File: src/rtl/wb_pkg.sv
// Shared Wishbone B4 types for the core bus fabric.
// Bundles are indexed by master inside the arbiter.
package wb_pkg;

  localparam int WB_ADR_W = 28;
  localparam int WB_DAT_W = 32;
  localparam int WB_SEL_W = WB_DAT_W / 8;

  localparam int WB_ARB_TIMEOUT_DEFAULT = 255;

  typedef logic [WB_ADR_W-1:0] adr_t;
  typedef logic [WB_DAT_W-1:0] dat_t;
  typedef logic [WB_SEL_W-1:0] sel_t;

  typedef struct packed {
    logic cyc;
    logic stb;
    logic we;
    adr_t adr;
    dat_t dat;
    sel_t sel;
  } wb_m2s_t;

  typedef struct packed {
    logic stall;
    logic ack;
    logic err;
    dat_t dat;
  } wb_s2m_t;

endpackage

File: src/rtl/wb_rr_pick2.sv
// Combinational 2-way round-robin picker.
// On a tie the master that was not granted last wins.
module wb_rr_pick2
  import wb_pkg::*;
(
  input  logic [1:0] req_i,
  input  logic       last_i,
  output logic       gnt_o,
  output logic       vld_o
);

  always_comb begin
    gnt_o = 1'b0;
    vld_o = |req_i;
    unique case (req_i)
      2'b01:   gnt_o = 1'b0;
      2'b10:   gnt_o = 1'b1;
      2'b11:   gnt_o = ~last_i;
      default: gnt_o = 1'b0;
    endcase
  end

endmodule

File: src/rtl/wb_arbiter2.sv
// Two-master Wishbone B4 pipelined arbiter, grant locked while CYC is high.
// Optional watchdog: define WB_ARBITER2_TIMEOUT_EN.
module wb_arbiter2
  import wb_pkg::*;
#(
  parameter int ADR_W          = 28,
  parameter int DAT_W          = 32,
  parameter int TIMEOUT_CYCLES = WB_ARB_TIMEOUT_DEFAULT
) (
  input  logic               clk,
  input  logic               rst,
  input  logic               m0_cyc,
  input  logic               m0_stb,
  input  logic               m0_we,
  input  logic [ADR_W-1:0]   m0_adr,
  input  logic [DAT_W-1:0]   m0_dat_o,
  input  logic [DAT_W/8-1:0] m0_sel,
  output logic               m0_stall,
  output logic               m0_ack,
  output logic               m0_err,
  output logic [DAT_W-1:0]   m0_dat_i,
  input  logic               m1_cyc,
  input  logic               m1_stb,
  input  logic               m1_we,
  input  logic [ADR_W-1:0]   m1_adr,
  input  logic [DAT_W-1:0]   m1_dat_o,
  input  logic [DAT_W/8-1:0] m1_sel,
  output logic               m1_stall,
  output logic               m1_ack,
  output logic               m1_err,
  output logic [DAT_W-1:0]   m1_dat_i,
  output logic               s_cyc,
  output logic               s_stb,
  output logic               s_we,
  output logic [ADR_W-1:0]   s_adr,
  output logic [DAT_W-1:0]   s_dat_o,
  output logic [DAT_W/8-1:0] s_sel,
  input  logic               s_stall,
  input  logic               s_ack,
  input  logic               s_err,
  input  logic [DAT_W-1:0]   s_dat_i
);

  localparam wb_s2m_t RSP_IDLE = '{stall: 1'b1, ack: 1'b0,
                                   err: 1'b0, dat: '0};

  wb_m2s_t m_req [2];
  wb_s2m_t m_rsp [2];
  wb_m2s_t s_req;
  wb_s2m_t s_rsp;

  logic owner_vld_q, owner_vld_d;
  logic owner_q, owner_d;
  logic last_q, last_d;

  logic pick_gnt, pick_vld;
  logic locked, own_vld, own, act, new_grant, to;

  assign m_req[0] = '{cyc: m0_cyc, stb: m0_stb, we: m0_we,
                      adr: m0_adr, dat: m0_dat_o, sel: m0_sel};
  assign m_req[1] = '{cyc: m1_cyc, stb: m1_stb, we: m1_we,
                      adr: m1_adr, dat: m1_dat_o, sel: m1_sel};
  assign s_rsp    = '{stall: s_stall, ack: s_ack,
                      err: s_err, dat: s_dat_i};

  wb_rr_pick2 u_pick (
    .req_i  ({m1_cyc, m0_cyc}),
    .last_i (last_q),
    .gnt_o  (pick_gnt),
    .vld_o  (pick_vld)
  );

  assign locked    = owner_vld_q & m_req[owner_q].cyc;
  assign own_vld   = locked | pick_vld;
  assign own       = locked ? owner_q : pick_gnt;
  assign new_grant = own_vld & ~locked;
  assign act       = own_vld & ~rst & ~to;

`ifdef WB_ARBITER2_TIMEOUT_EN
  localparam int CNT_W = $clog2(TIMEOUT_CYCLES + 1);

  logic [CNT_W-1:0] cnt_q, cnt_d;

  // cnt_q counts grant cycles already elapsed; fires on the Nth
  assign to = locked &
              (cnt_q == CNT_W'(TIMEOUT_CYCLES - 1));

  always_comb begin
    cnt_d = cnt_q + 1'b1;
    if (!own_vld || to || s_ack || s_err) begin
      cnt_d = '0;
    end else if (new_grant) begin
      cnt_d = CNT_W'(1);
    end
  end

  always_ff @(posedge clk) begin
    if (rst) begin
      cnt_q <= '0;
    end else begin
      cnt_q <= cnt_d;
    end
  end
`else
  assign to = 1'b0;
`endif

  always_comb begin
    s_req    = '0;
    m_rsp[0] = RSP_IDLE;
    m_rsp[1] = RSP_IDLE;
    if (act) begin
      s_req      = m_req[own];
      m_rsp[own] = s_rsp;
    end
    if (to && !rst) begin
      m_rsp[own].err = 1'b1;
    end
  end

  always_comb begin
    owner_vld_d = own_vld & ~to;
    owner_d     = own_vld ? own : owner_q;
    last_d      = (new_grant || to) ? own : last_q;
  end

  always_ff @(posedge clk) begin
    if (rst) begin
      owner_vld_q <= 1'b0;
      owner_q     <= 1'b0;
      last_q      <= 1'b1;
    end else begin
      owner_vld_q <= owner_vld_d;
      owner_q     <= owner_d;
      last_q      <= last_d;
    end
  end

  assign s_cyc    = s_req.cyc;
  assign s_stb    = s_req.stb;
  assign s_we     = s_req.we;
  assign s_adr    = s_req.adr;
  assign s_dat_o  = s_req.dat;
  assign s_sel    = s_req.sel;

  assign m0_stall = m_rsp[0].stall;
  assign m0_ack   = m_rsp[0].ack;
  assign m0_err   = m_rsp[0].err;
  assign m0_dat_i = m_rsp[0].dat;
  assign m1_stall = m_rsp[1].stall;
  assign m1_ack   = m_rsp[1].ack;
  assign m1_err   = m_rsp[1].err;
  assign m1_dat_i = m_rsp[1].dat;

endmodule

File: config.mk
export PLATFORM = sky130hd
export DESIGN_NAME = wb_arbiter2
export DESIGN_NICKNAME = d
export VERILOG_FILES = /design/src/rtl/wb_pkg.sv /design/src/rtl/wb_rr_pick2.sv /design/src/rtl/wb_arbiter2.sv
export SDC_FILE = /design/constraint.sdc
export NUM_CORES = 1
export LEC_CHECK = 0
export ABC_AREA = 1
export CAP_MARGIN = 0
export CORE_AREA = 2 2 121 123
export DETAILED_ROUTE_END_ITERATION = 12
export DIE_AREA = 0 0 123 125
export SLEW_MARGIN = 20
export SYNTH_ARGS = -nofsm -noshare
export SYNTH_HDL_FRONTEND = slang
export SYNTH_SLANG_ARGS = --single-unit
File: constraint.sdc
create_clock -name clk -period 6.19 [get_ports clk]
set_input_delay 1.857 -clock clk [delete_from_list [all_inputs] [get_ports clk]]
set_output_delay 1.857 -clock clk [all_outputs]
set_load 0.01 [all_outputs]
=== Word level (Yosys, flattened, before mapping) ===
Index checks and enable logic that the tools add are counted.

* Register bits after elaboration: 3
* Bits in latches: 0
* Memory bits (writable): 0
* ROM bits: 0
* Input port bits: 171
* Output and inout port bits: 137
* Word-level logic and storage cells: 34
* Memories kept: 0

* Add/subtract/negate cells: 0
* $mul: 0
* Divide/modulo/power cells: 0
* $lt $le $gt $ge: 3
* Equality and inequality tests: 2
* Shifts and indexed selects: 0
* Mux-type cells: 12
* Bitwise gates (word level): 12
* Reduce and logical (&&, ||, !) cells: 2

{| class="wikitable"
|+ Operator list
! operator !! count
|-
| 67-bit 2-to-1 mux || 7
|-
| 70-bit 2-to-1 mux || 1
|-
| 68-bit bitwise AND || 1
|-
| 35-bit demux with 1-bit select || 1
|-
| 35-bit 2-to-1 mux || 1
|-
| 2-bit equality test (second input constant) || 2
|-
| 2-bit >= comparator (second input constant) || 2
|-
| 1-bit NOT with 2-bit output || 2
|-
| 1-bit bitwise AND || 3
|-
| 1-bit NOT || 3
|-
| 2-bit by 1-bit < comparator with 1-bit output (second input constant) || 1
|-
| 2-bit NOT || 1
|-
| 2-bit OR || 1
|-
| 1-bit case mux with 2 select lines || 1
|-
| 2-bit OR reduction || 1
|-
| 1-bit logical AND || 1
|-
| 1-bit 2-to-1 mux || 1
|-
| 1-bit OR || 1
|}

=== Logic depth before layout (Yosys ltp) ===
Gate-level depths: netlist of the first run.

* Depth in word-level cells: 14
* Mapped depth: 9
* Depth with buffers taken out: 7

=== By module ===
A second synthesis of the first run with hierarchy kept.

* Cell total of the unflattened synthesis: 503
* Area, all modules: 2083.2 um2

{| class="wikitable"
|+ By module, submodules not included
! module !! instances !! cells each !! area an instance (um2) !! sequential area each (um2)
|-
| wb_arbiter2 || 1 || 500 || 2068.2 || 60.1
|-
| wb_rr_pick2 || 1 || 3 || 15.0 || 0.0
|}

=== Worst setup path after synthesis of the first run ===
No wires, ideal clock.

* Kind: input -> output
* Start point: input port m1_cyc
* End point: output port s_adr[0]
* Data arrival time: 2.763 ns
* Data required time: 4.333 ns
* Slack: 1.570 ns
* Stages on the path: 9
* Buffers on the path: 2
* Cells stage by stage: inv_2 nand2_1 nand3_1 nand2_1 nand2_1 buf_4 buf_2 nor2_1 nor2_1

* Cells in the longest elaborated chain, start to end: 10
* Elaborated cells between the ends (all ways): 16
* Those cells by class: 2 x eq/ne; 9 x mux; 4 x bitwise; 1 x reduce/logical

{| class="wikitable"
|+ Ends and longest elaborated chain
! what !! line !! RTL
|-
| start: declaration || wb_arbiter2.sv:22 || <nowiki>input logic m1_cyc,</nowiki>
|-
| 67-bit 2-to-1 mux (implied by the code) (3 in a row) || wb_arbiter2.sv:73 || <nowiki>assign locked = owner_vld_q & m_req[owner_q].cyc;</nowiki>
|-
| 1-bit bitwise AND || wb_arbiter2.sv:73 ||
|-
| 1-bit 2-to-1 mux || wb_arbiter2.sv:75 || <nowiki>assign own = locked ? owner_q : pick_gnt;</nowiki>
|-
| 1-bit NOT with 2-bit output || n/a ||
|-
| 67-bit 2-to-1 mux (implied by the code) (3 in a row) || wb_arbiter2.sv:113 || <nowiki>s_req = m_req[own];</nowiki>
|-
| 67-bit 2-to-1 mux (*) || wb_arbiter2.sv:112 || <nowiki>if (act) begin</nowiki>
|-
| end: declaration || wb_arbiter2.sv:35 || <nowiki>output logic [ADR_W-1:0] s_adr,</nowiki>
|}

Mark *: on every way between the ends. The rest lies on a longest branch, timed or not. The select of a mux whose other input is x is not followed.

=== Worst setup path after layout of the first run ===
* Start point: input port m1_cyc
* End point: output port m0_dat_i[7]

* Cells in the longest elaborated chain, start to end: 12
* Elaborated cells between the ends (all ways): 19
* Those cells by class: 2 x order compare; 2 x eq/ne; 8 x mux; 5 x bitwise; 2 x reduce/logical

{| class="wikitable"
|+ Ends and longest elaborated chain
! what !! line !! RTL
|-
| 67-bit 2-to-1 mux (implied by the code) (3 in a row) || wb_arbiter2.sv:73 ||
|-
| 1-bit bitwise AND || wb_arbiter2.sv:73 ||
|-
| 1-bit 2-to-1 mux || wb_arbiter2.sv:75 ||
|-
| 1-bit NOT with 2-bit output || n/a ||
|-
| 2-bit >= comparator / 2-bit by 1-bit < comparator with 1-bit output (equally long branches) || n/a ||
|-
| 1-bit logical AND || n/a ||
|-
| 35-bit 2-to-1 mux (implied by the code) || wb_arbiter2.sv:114 || <nowiki>m_rsp[own] = s_rsp;</nowiki>
|-
| 35-bit demux with 1-bit select || wb_arbiter2.sv:114 ||
|-
| 68-bit bitwise AND (no line) || n/a ||
|-
| 70-bit 2-to-1 mux (*) || wb_arbiter2.sv:112 ||
|-
| end: declaration || wb_arbiter2.sv:21 || <nowiki>output logic [DAT_W-1:0] m0_dat_i,</nowiki>
|}

Marks and branches as above.

==> results of run 1 <==
power by group through the flow:
stage | clock network, W | logic, W | registers [W]
floorplan | 0 | 0.000206 | 0.0000225
detailed placement | 0 | 0.000470 | 0.0000229
global placement | 0 | 0.000472 | 0.0000229
CTS | 0.000105 | 0.000473 | 0.0000226
global route | 0.000106 | 0.000509 | 0.0000228
finish | 0.000104 | 0.000468 | 0.0000226
through the flow:
| stage | hold WS (ns) | setup WS (ns) | std cells |
|---|---|---|---|
| 3_5_place_dp | 0.4858 | 0.3172 | 971 |
| 3_3_place_gp | 0.4839 | 0.3483 | 971 |
| 4_1_cts | 0.4929 | 0.2984 | 975 |
| 5_1_grt | 0.5007 | 0.07121 | 975 |
| 6_report | 0.4884 | 0.3017 | 975 |
| 2_1_floorplan | 0.4605 | 1.570 | 503 |
registers in the layout, summed over array words and instances, names as in the netlist:
| name | flops |
|---|---|
| last_q | 1 |
| owner_vld_q | 1 |
| owner_q | 1 |
synth_stat cells:
master	n
sky130_fd_sc_hd__nand2_1	72
sky130_fd_sc_hd__a21oi_2	1
sky130_fd_sc_hd__inv_2	3
sky130_fd_sc_hd__nand3_1	70
sky130_fd_sc_hd__nand4_1	1
sky130_fd_sc_hd__nand3b_1	1
sky130_fd_sc_hd__inv_1	103
sky130_fd_sc_hd__nor3_2	54
sky130_fd_sc_hd__nand2_2	2
sky130_fd_sc_hd__buf_2	17
sky130_fd_sc_hd__clkbuf_1	6
sky130_fd_sc_hd__buf_6	2
sky130_fd_sc_hd__o21ai_0	1
sky130_fd_sc_hd__nor2_4	1
sky130_fd_sc_hd__dfxtp_1	3
sky130_fd_sc_hd__nor3_1	14
sky130_fd_sc_hd__a21oi_1	1
sky130_fd_sc_hd__buf_1	5
sky130_fd_sc_hd__buf_4	12
sky130_fd_sc_hd__nor2_1	134
final timing paths:
path,end,slack [ns],cells after the start
hold reg to reg,last_q$_SDFFE_PP1P_,0.49,2
hold / removal,last_q$_SDFFE_PP1P_,0.49,2
setup reg to reg,last_q$_SDFFE_PP1P_,4.94,6
setup / recovery,m0_dat_i[7],0.30,9
area by class of cell:
class / instances / area, um^2 / area share, %
clock buffers: 4 / 78.83 / 1.345
inverters: 106 / 397.9 / 6.789
repair buffers: 326 / 3291 / 56.15
well taps: 184 / 230.2 / 3.928
multi-input cells: 352 / 1803 / 30.76
flip-flops and latches: 3 / 60.06 / 1.025
placed cells by master (no fill, tap or decap), types with 2 or more instances in the layout:
cell / instances
sky130_fd_sc_hd__nor2_1: 134
sky130_fd_sc_hd__clkbuf_16: 3
sky130_fd_sc_hd__nand3_1: 69
sky130_fd_sc_hd__nor3_1: 14
sky130_fd_sc_hd__inv_1: 103
sky130_fd_sc_hd__clkdlybuf4s50_1: 307
sky130_fd_sc_hd__buf_12: 6
sky130_fd_sc_hd__dfxtp_1: 3
sky130_fd_sc_hd__nand2_1: 71
sky130_fd_sc_hd__inv_2: 3
sky130_fd_sc_hd__nor3_2: 54
sky130_fd_sc_hd__nand2_2: 2
sky130_fd_sc_hd__buf_4: 13
kinds of logic (layout without fill, tap and decap cells):
family / Yosys count / after routing / share of synthesized area, %
flops: 3 / 3 / 2.415
compound gates: 3 / 3 / 0.7542
simple gates: 349 / 349 / 71.23
buf+inv: 148 / 436 / 25.60
worst reg2reg max path, stage by stage, from the launching register on:
cell	delay, ns
sky130_fd_sc_hd__dfxtp_1	0.37
sky130_fd_sc_hd__inv_1	0.07
sky130_fd_sc_hd__nand2_1	0.06
sky130_fd_sc_hd__nand3_1	0.11
sky130_fd_sc_hd__nand2_2	0.14
sky130_fd_sc_hd__buf_4	0.28
sky130_fd_sc_hd__nand3b_1	0.10
layer usage:
| layer | track usage, % | up-vias |
|---|---|---|
| li1 | - | 2087 |
| met1 | 17.91 | 1710 |
| met2 | 27.30 | 197 |
| met3 | 4.653 | 15 |
| met4 | 3.008 | 0 |
| met5 | 0 | - |
==> impl_results.md, run 1 <==
- Result of the run: complete, no violations
- Fraction of the yosys area taken by sequential cells: under 10%
- Root cell of the clock tree: sky130_fd_sc_hd__clkbuf_16
- Detail Route met3 WL: between 1000 and 1500 um
- Skew final: approximately 0.000094 ns
- Area enclosed by the die boundary: around 15000 um^2
- Final core utilization: between 40% and 50%
- Maximum achievable frequency: approximately 0.17 GHz
- Vias in the first global route: approximately 3.8k
- Yosys reg bits: 3
- Highest metal layer with signal wires: met4
- Power per cell area: slightly above 100 nW/um^2
- Portion of synthesized cell area occupied by the leading cell type: about 22%
- Hold violation count in the final report: 0
- Net switching power: about 0.00023 W
- Transition time at the pin with the least slew margin: approximately 0.73 ns
- Leading cell types by total area after synthesis: sky130_fd_sc_hd__nor3_2, sky130_fd_sc_hd__nor2_1, sky130_fd_sc_hd__inv_1, sky130_fd_sc_hd__nand3_1, sky130_fd_sc_hd__nand2_1
- DP Wirelength: 10030 um
- Die boundary width: ~120 um
- Clock sinks: 3
- Last weighted congestion value of the routability-driven placer: roughly 0.75
- Relative contribution of combinational cells to total power: between 70% and 80%
- First DRT Iteration DRCs: 140
- Worst hold-check path type: register to register
- Setup bufs post-CTS: 0
- Global route overflow: 0
- Cell area reported after detailed placement: between 5000 and 6000 um^2
- Total power draw: 0.0005941 W
- Wire length of the first global-routing pass: approximately 19000 um
- Total inserted antenna cells: 0
- Largest stage delay on the critical path: ~0.57 ns
- Clock group share of total power: between 10% and 20%
- DRT Wirelength: 12710 um
- Cell type with the largest total area after synthesis: sky130_fd_sc_hd__nor3_2
- Top-level port count: 308
- Vias post-DR: between 4k and 5k
- HP Start: last_q$_SDFFE_PP1P_
- Relative area change from synthesis to final layout: 135.6%
- CTS-repair resized insts: 0
- Remaining max-slew budget at the tightest pin: ~50%
- Internal power of the cells: around 0.00036 W
- Buffers & Inverters on Critical Path: 4
- Endpoint required time on the critical path: roughly 4.3 ns
- Highest-delay cell along the critical path: sky130_fd_sc_hd__clkdlybuf4s50_1
- Maximum number of pins on one net before global-route repair: 67
- H-tree depth reported by CTS: 1
- Final instance area: roughly 5900 um^2
- Delay-heaviest family, CP: buffers and inverters
- Drt pass-1 iters: 4
- Max_cap viols: 0
- Min Clock Period, post-route: 5.888 ns
- CTS tree: done
- Sum of negative setup slack: 0 ns
- Placement Rows: 44
- Count of cell types in the netlist: 20
- Skew-Pair Late Insertion Delay: around 0.22 ns
- Area of the core region: 14200 um^2
- RSZ-0062 raised after global routing: no
- Warning count from the yosys run: 0
- Average instance area after synthesis: a little under 5 um^2
- Setup Viol. Count Final: 0
- Share of post-route cells with drive strength above 1: 10.75%
- Detailed route wirelength on metal2: 5992 um
- CTS buffer count: 3
- Worst reg2reg path startpoint: owner_q$_SDFFE_PP0P_
- Cts-stage hold buffer count: 0
- Leakage power figure: around 2.7 nW
- Post-route DRC: 0
- Synthesized netlist net count: approximately 670
- Setup crit start kind: input pin
- Worst setup path startpoint: m1_cyc
- Synth Instances: between 500 and 600
- Number of antenna violations at the first check in global routing: 0
- Sequential share of power: 3.8%
- Wirelength per Cell: approximately 13 um
- Buffers added on ports: between 300 and 400
- Met1 routed wirelength after detailed routing: 5062 um
- Syn Std Cell Area: approximately 2500 um^2
- Worst-case vdd ir drop: slightly below 70 uV
- Largest fanout of any net on the critical path: 23
- Clock tree buffer depth: 2
- Switching share of power: around two fifths
- Register clock-pin slew on the reported worst setup and hold paths: around 0.030 ns
- Worst endpoint data arrival time: between 4 and 5 ns
- List of cells traversed by the critical path: clkdlybuf4s50_1, inv_2, nand2_1, nand3_1, nand2_2, nand2_2, buf_4, nor3_1, clkdlybuf4s50_1
- Slew Limit Fails: 0
- Sort of element at the end of the critical path: primary output
- Post-DRT Antenna Nets: 0
- Starting density of the core: around 18%
- Routed vias/inst: between 4 and 5
- Critical path type: input pin to primary output
- Number of filler instances in the final layout: 1491
- Final layout net count: between 900 and 1k
- Fin crit share: approximately 95%
- Overall global routing resource usage: between 10% and 20%
- Die Height: around 130 um
Note: power is estimated with default switching activity, not from simulation.
==> run 2, diff against run 1 <==
- SLEW_MARGIN: 20 -> default
==> results of run 2 <==
Same layout as run 1: the final DEF is identical, and so are final timing and power.
==> run 3, diff against run 2 <==
- CORE_AREA: 2 2 121 123 -> 2 2 120 122
- CTS_CLUSTER_DIAMETER: default -> 80
- DIE_AREA: 0 0 123 125 -> 0 0 122 124
- SLEW_MARGIN: default -> 10
- SYNTH_HIERARCHICAL: default -> 1
==> run 3 against run 2 <==
Against the previous run:
- critical path depth unchanged
- first-iteration DRC count increased by 41%
- sequential power about the same
- wire length decreased by 6.4%
- final cell count decreased by 0.51%
- final area decreased by 7.0%
- combinational power decreased by 7.5%
- clock power about the same
- via count decreased by 5.6%
- die area decreased by 1.6%
- synthesized area decreased by 16%
- critical path type unchanged
- highest routed layer unchanged
==> impl_results.md, run 3 <==
- Power per cell area: 102.3 nW/um^2 (+0.90%)
- Slew Limit Fails: 0 (unchanged)
- Syn Std Cell Area: 2083 um^2 (-16%)
- Internal power of the cells: 0.0003530 W (-2.9%)
- Result of the run: complete, no violations
- Count of cell types in the netlist: 14 (-30%)
- Commonest register cell after synthesis: sky130_fd_sc_hd__dfxtp_1
- Biggest registers after layout: last_q (1), owner_q (1), owner_vld_q (1)
- Relative contribution of combinational cells to total power: 77.7% (-1.0 points)
- Area of the core region: 13720 um^2 (-3.4%)
- Leakage power figure: 2.714 nW (+1.5%)
- Total inserted antenna cells: 0 (unchanged)
- Sum of negative setup slack: 0 ns (unchanged)
- Global route overflow: 0 (unchanged)
- Number of flops mapped to enable cells by yosys: 0 (unchanged)
- Relative area change from synthesis to final layout: 161.7%
- Post-DRT Antenna Nets: 0 (unchanged)
- Maximum number of pins on one net before global-route repair: 50 (-25%)
- Hold violation count in the final report: 0 (unchanged)
- Most frequently used cell type in the post-synthesis netlist: sky130_fd_sc_hd__nor2_1
- Worst hold-check path type: register to register
- CTS buffer count: 3 (unchanged)
- CTS-repair resized insts: 0 (unchanged)
- Worst endpoint data arrival time: 4.06 ns (+0.03 ns)
- Root cell of the clock tree: sky130_fd_sc_hd__clkbuf_16
- Last weighted congestion value of the routability-driven placer: 0.8061 (+6.9%)
- First DRT Iteration DRCs: 197 (+41%)
- Die boundary width: 122 um (-0.81%)
- Sort of element at the end of the critical path: primary output
- Post-route DRC: 0 (unchanged)
- Wire length of the first global-routing pass: 17390 um (-9.9%)
- DP Wirelength: 9487 um (-5.4%)
- Min Clock Period, post-route: 5.918 ns (+0.02927 ns)
- Synth cell count leaders: sky130_fd_sc_hd__nor2_1, sky130_fd_sc_hd__inv_1, sky130_fd_sc_hd__nand2_1
- Starting density of the core: 15.18% (-2.3 points)
- Setup crit start kind: input pin
- Maximum achievable frequency: 0.1690 GHz (-0.49%)
- Register clock-pin slew on the reported worst setup and hold paths: 0.03 ns (about the same)
- Cell count of the worst hold path: 2 (unchanged)
- Routed vias/inst: 3.902 (-5.1%)
- Largest fanout of any net on the critical path: 21 (-8.7%)
- Critical path type: input pin to primary output
- Synth Instances: 503 (unchanged)
- Transition time at the pin with the least slew margin: 0.5036 ns (-0.2311 ns)
- Leading cell types by total area after synthesis: sky130_fd_sc_hd__nor2_1, sky130_fd_sc_hd__inv_1, sky130_fd_sc_hd__nand3_1, sky130_fd_sc_hd__nand2_1, sky130_fd_sc_hd__buf_2
- Fin crit share: 95.60% (+0.47 points)
- Share of post-route cells with drive strength above 1: 2.405% (-8.3 points)
- Portion of synthesized cell area occupied by the leading cell type: 36.58% (+15 points)
- Warning count from the yosys run: 6 (+6)
- Clock sinks: 3 (unchanged)
- Worst-case vdd ir drop: 122.3 uV (+76%)
- Remaining max-slew budget at the tightest pin: 66.43% (+15 points)
- Clock tree buffer depth: 2 (unchanged)
- Switching share of power: 36.70% (-2.1 points)
- Most common cell after layout, fill and taps aside: sky130_fd_sc_hd__clkdlybuf4s50_1
- Placement Rows: 43 (-2.3%)
- Overall global routing resource usage: 14.12% (-1.2 points)
- Final layout net count: 962 (-0.10%)
- Skew final: 0.002243 ns (+0.002148 ns)
- H-tree depth reported by CTS: 1 (unchanged)
- Die Height: 124 um (-0.80%)
- Clock group share of total power: 18.2% (+0.7 points)
- Yosys reg bits: 3 (unchanged)
- Worst Reg2Reg Path Length in Cells: 8 (+2)
- Synthesized netlist net count: 674 (unchanged)
- Setup bufs post-CTS: 0 (unchanged)
- Average instance area after synthesis: 4.142 um^2 (-16%)
- Top-level port count: 308 (unchanged)
- Fraction of the yosys area taken by sequential cells: 2.883% (+0.47 points)
- Number of filler instances in the final layout: 1476 (-1.0%)
- Net switching power: 0.0002047 W (-11%)
- Buffers added on ports: 307 (unchanged)
- Cell type with the largest total area after synthesis: sky130_fd_sc_hd__nor2_1
- Skew-Pair Late Insertion Delay: 0.22 ns (about the same)
- Cts-stage hold buffer count: 0 (unchanged)
- Area enclosed by the die boundary: 15130 um^2 (-1.6%)
- Hold Worst Slack: 0.5266 ns (+0.03822 ns)
- Sequential share of power: 4.1% (+0.3 points)
- Most frequent cells in the layout: sky130_fd_sc_hd__clkdlybuf4s50_1, sky130_fd_sc_hd__nor2_1, sky130_fd_sc_hd__inv_1, sky130_fd_sc_hd__nand2_1, sky130_fd_sc_hd__nand3_1
- RSZ-0062 raised after global routing: no
- Drt pass-1 iters: 5 (+1)
- Endpoint required time on the critical path: 4.33 ns (about the same)
- CTS tree: done
- Number of antenna violations at the first check in global routing: 0 (unchanged)
- Wirelength per Cell: 12.27 um (-5.9%)
- Vias in the first global route: 3363 (-12%)
- Setup Viol. Count Final: 0 (unchanged)
- Max_cap viols: 0 (unchanged)
- Async set or reset register ratio after synthesis: 0% (unchanged)
- DRT Wirelength: 11900 um (-6.4%)
- Vias post-DR: 3785 (-5.6%)
run 3: cell type report:
| cell class | count | area [um^2] | area share [%] |
|---|---|---|---|
| sequential | 3 | 60.06 | 1.101 |
| inverter | 107 | 401.6 | 7.366 |
| clock buffer | 4 | 78.83 | 1.446 |
| multi-input combinational | 359 | 1476 | 27.08 |
| timing repair buffer | 317 | 3211 | 58.88 |
| tap | 180 | 225.2 | 4.130 |
run 3: logic make-up after synthesis:
kind of cell | share of synthesized area, %
and+or+nand+nor | 69.13
buffers and inverters | 26.73
DFF | 2.883
AOI/OAI and AO/OA | 1.261
run 3: worst paths after layout:
| kind | start | endpoint | slack (ns) |
|---|---|---|---|
| worst min register to register | last_q$_SDFFE_PP1P_ | last_q$_SDFFE_PP1P_ | 0.53 |
| worst max-delay path | m1_cyc | s_dat_o[22] | 0.27 |
| worst min-delay path | last_q$_SDFFE_PP1P_ | last_q$_SDFFE_PP1P_ | 0.53 |
| worst max register to register | owner_q$_SDFFE_PP0P_ | owner_q$_SDFFE_PP0P_ | 4.69 |
run 3: power by group through the flow:
| stage | sequential (W) | clock [W] | combinational (W) |
|---|---|---|---|
| 2_1_floorplan | 0.0000223 | 0 | 0.000170 |
| 3_3_place_gp | 0.0000229 | 0 | 0.000437 |
| 3_5_place_dp | 0.0000229 | 0 | 0.000436 |
| 4_1_cts | 0.0000227 | 0.000102 | 0.000439 |
| 5_1_grt | 0.0000229 | 0.000104 | 0.000473 |
| 6_report | 0.0000227 | 0.000102 | 0.000433 |
run 3: metrics by stage:
step	cell area (um^2)	std cells	util, %	setup slack (ns)	power (W)
global route	5453	970	39.74	0.1047	0.0006004
CTS	5453	970	39.74	0.2440	0.0005639
floorplan	2083	503	-	1.447	0.0001927
finish	5453	970	39.74	0.2725	0.0005577
global placement	5374	966	39.17	0.3239	0.0004600
detailed placement	5374	966	39.17	0.2541	0.0004590
run 3: critical path: stages:
cell and delay, ns:
sky130_fd_sc_hd__clkdlybuf4s50_1 0.52, sky130_fd_sc_hd__inv_1 0.08, sky130_fd_sc_hd__nand2_1 0.09, sky130_fd_sc_hd__nand3_2 0.19, sky130_fd_sc_hd__a21oi_4 0.26, sky130_fd_sc_hd__buf_4 0.29
sky130_fd_sc_hd__nand2_1 0.10, sky130_fd_sc_hd__nor2_1 0.10, sky130_fd_sc_hd__clkdlybuf4s50_1 0.56
run 3: per-layer routing:
layer	vias to the layer above	routed length (um)	GRT usage, %
li1	2020	-	-
met3	6	853	2.244
met5	-	0	0
met1	1604	5154	18.66
met4	0	58	1.293
met2	155	5835	25.07
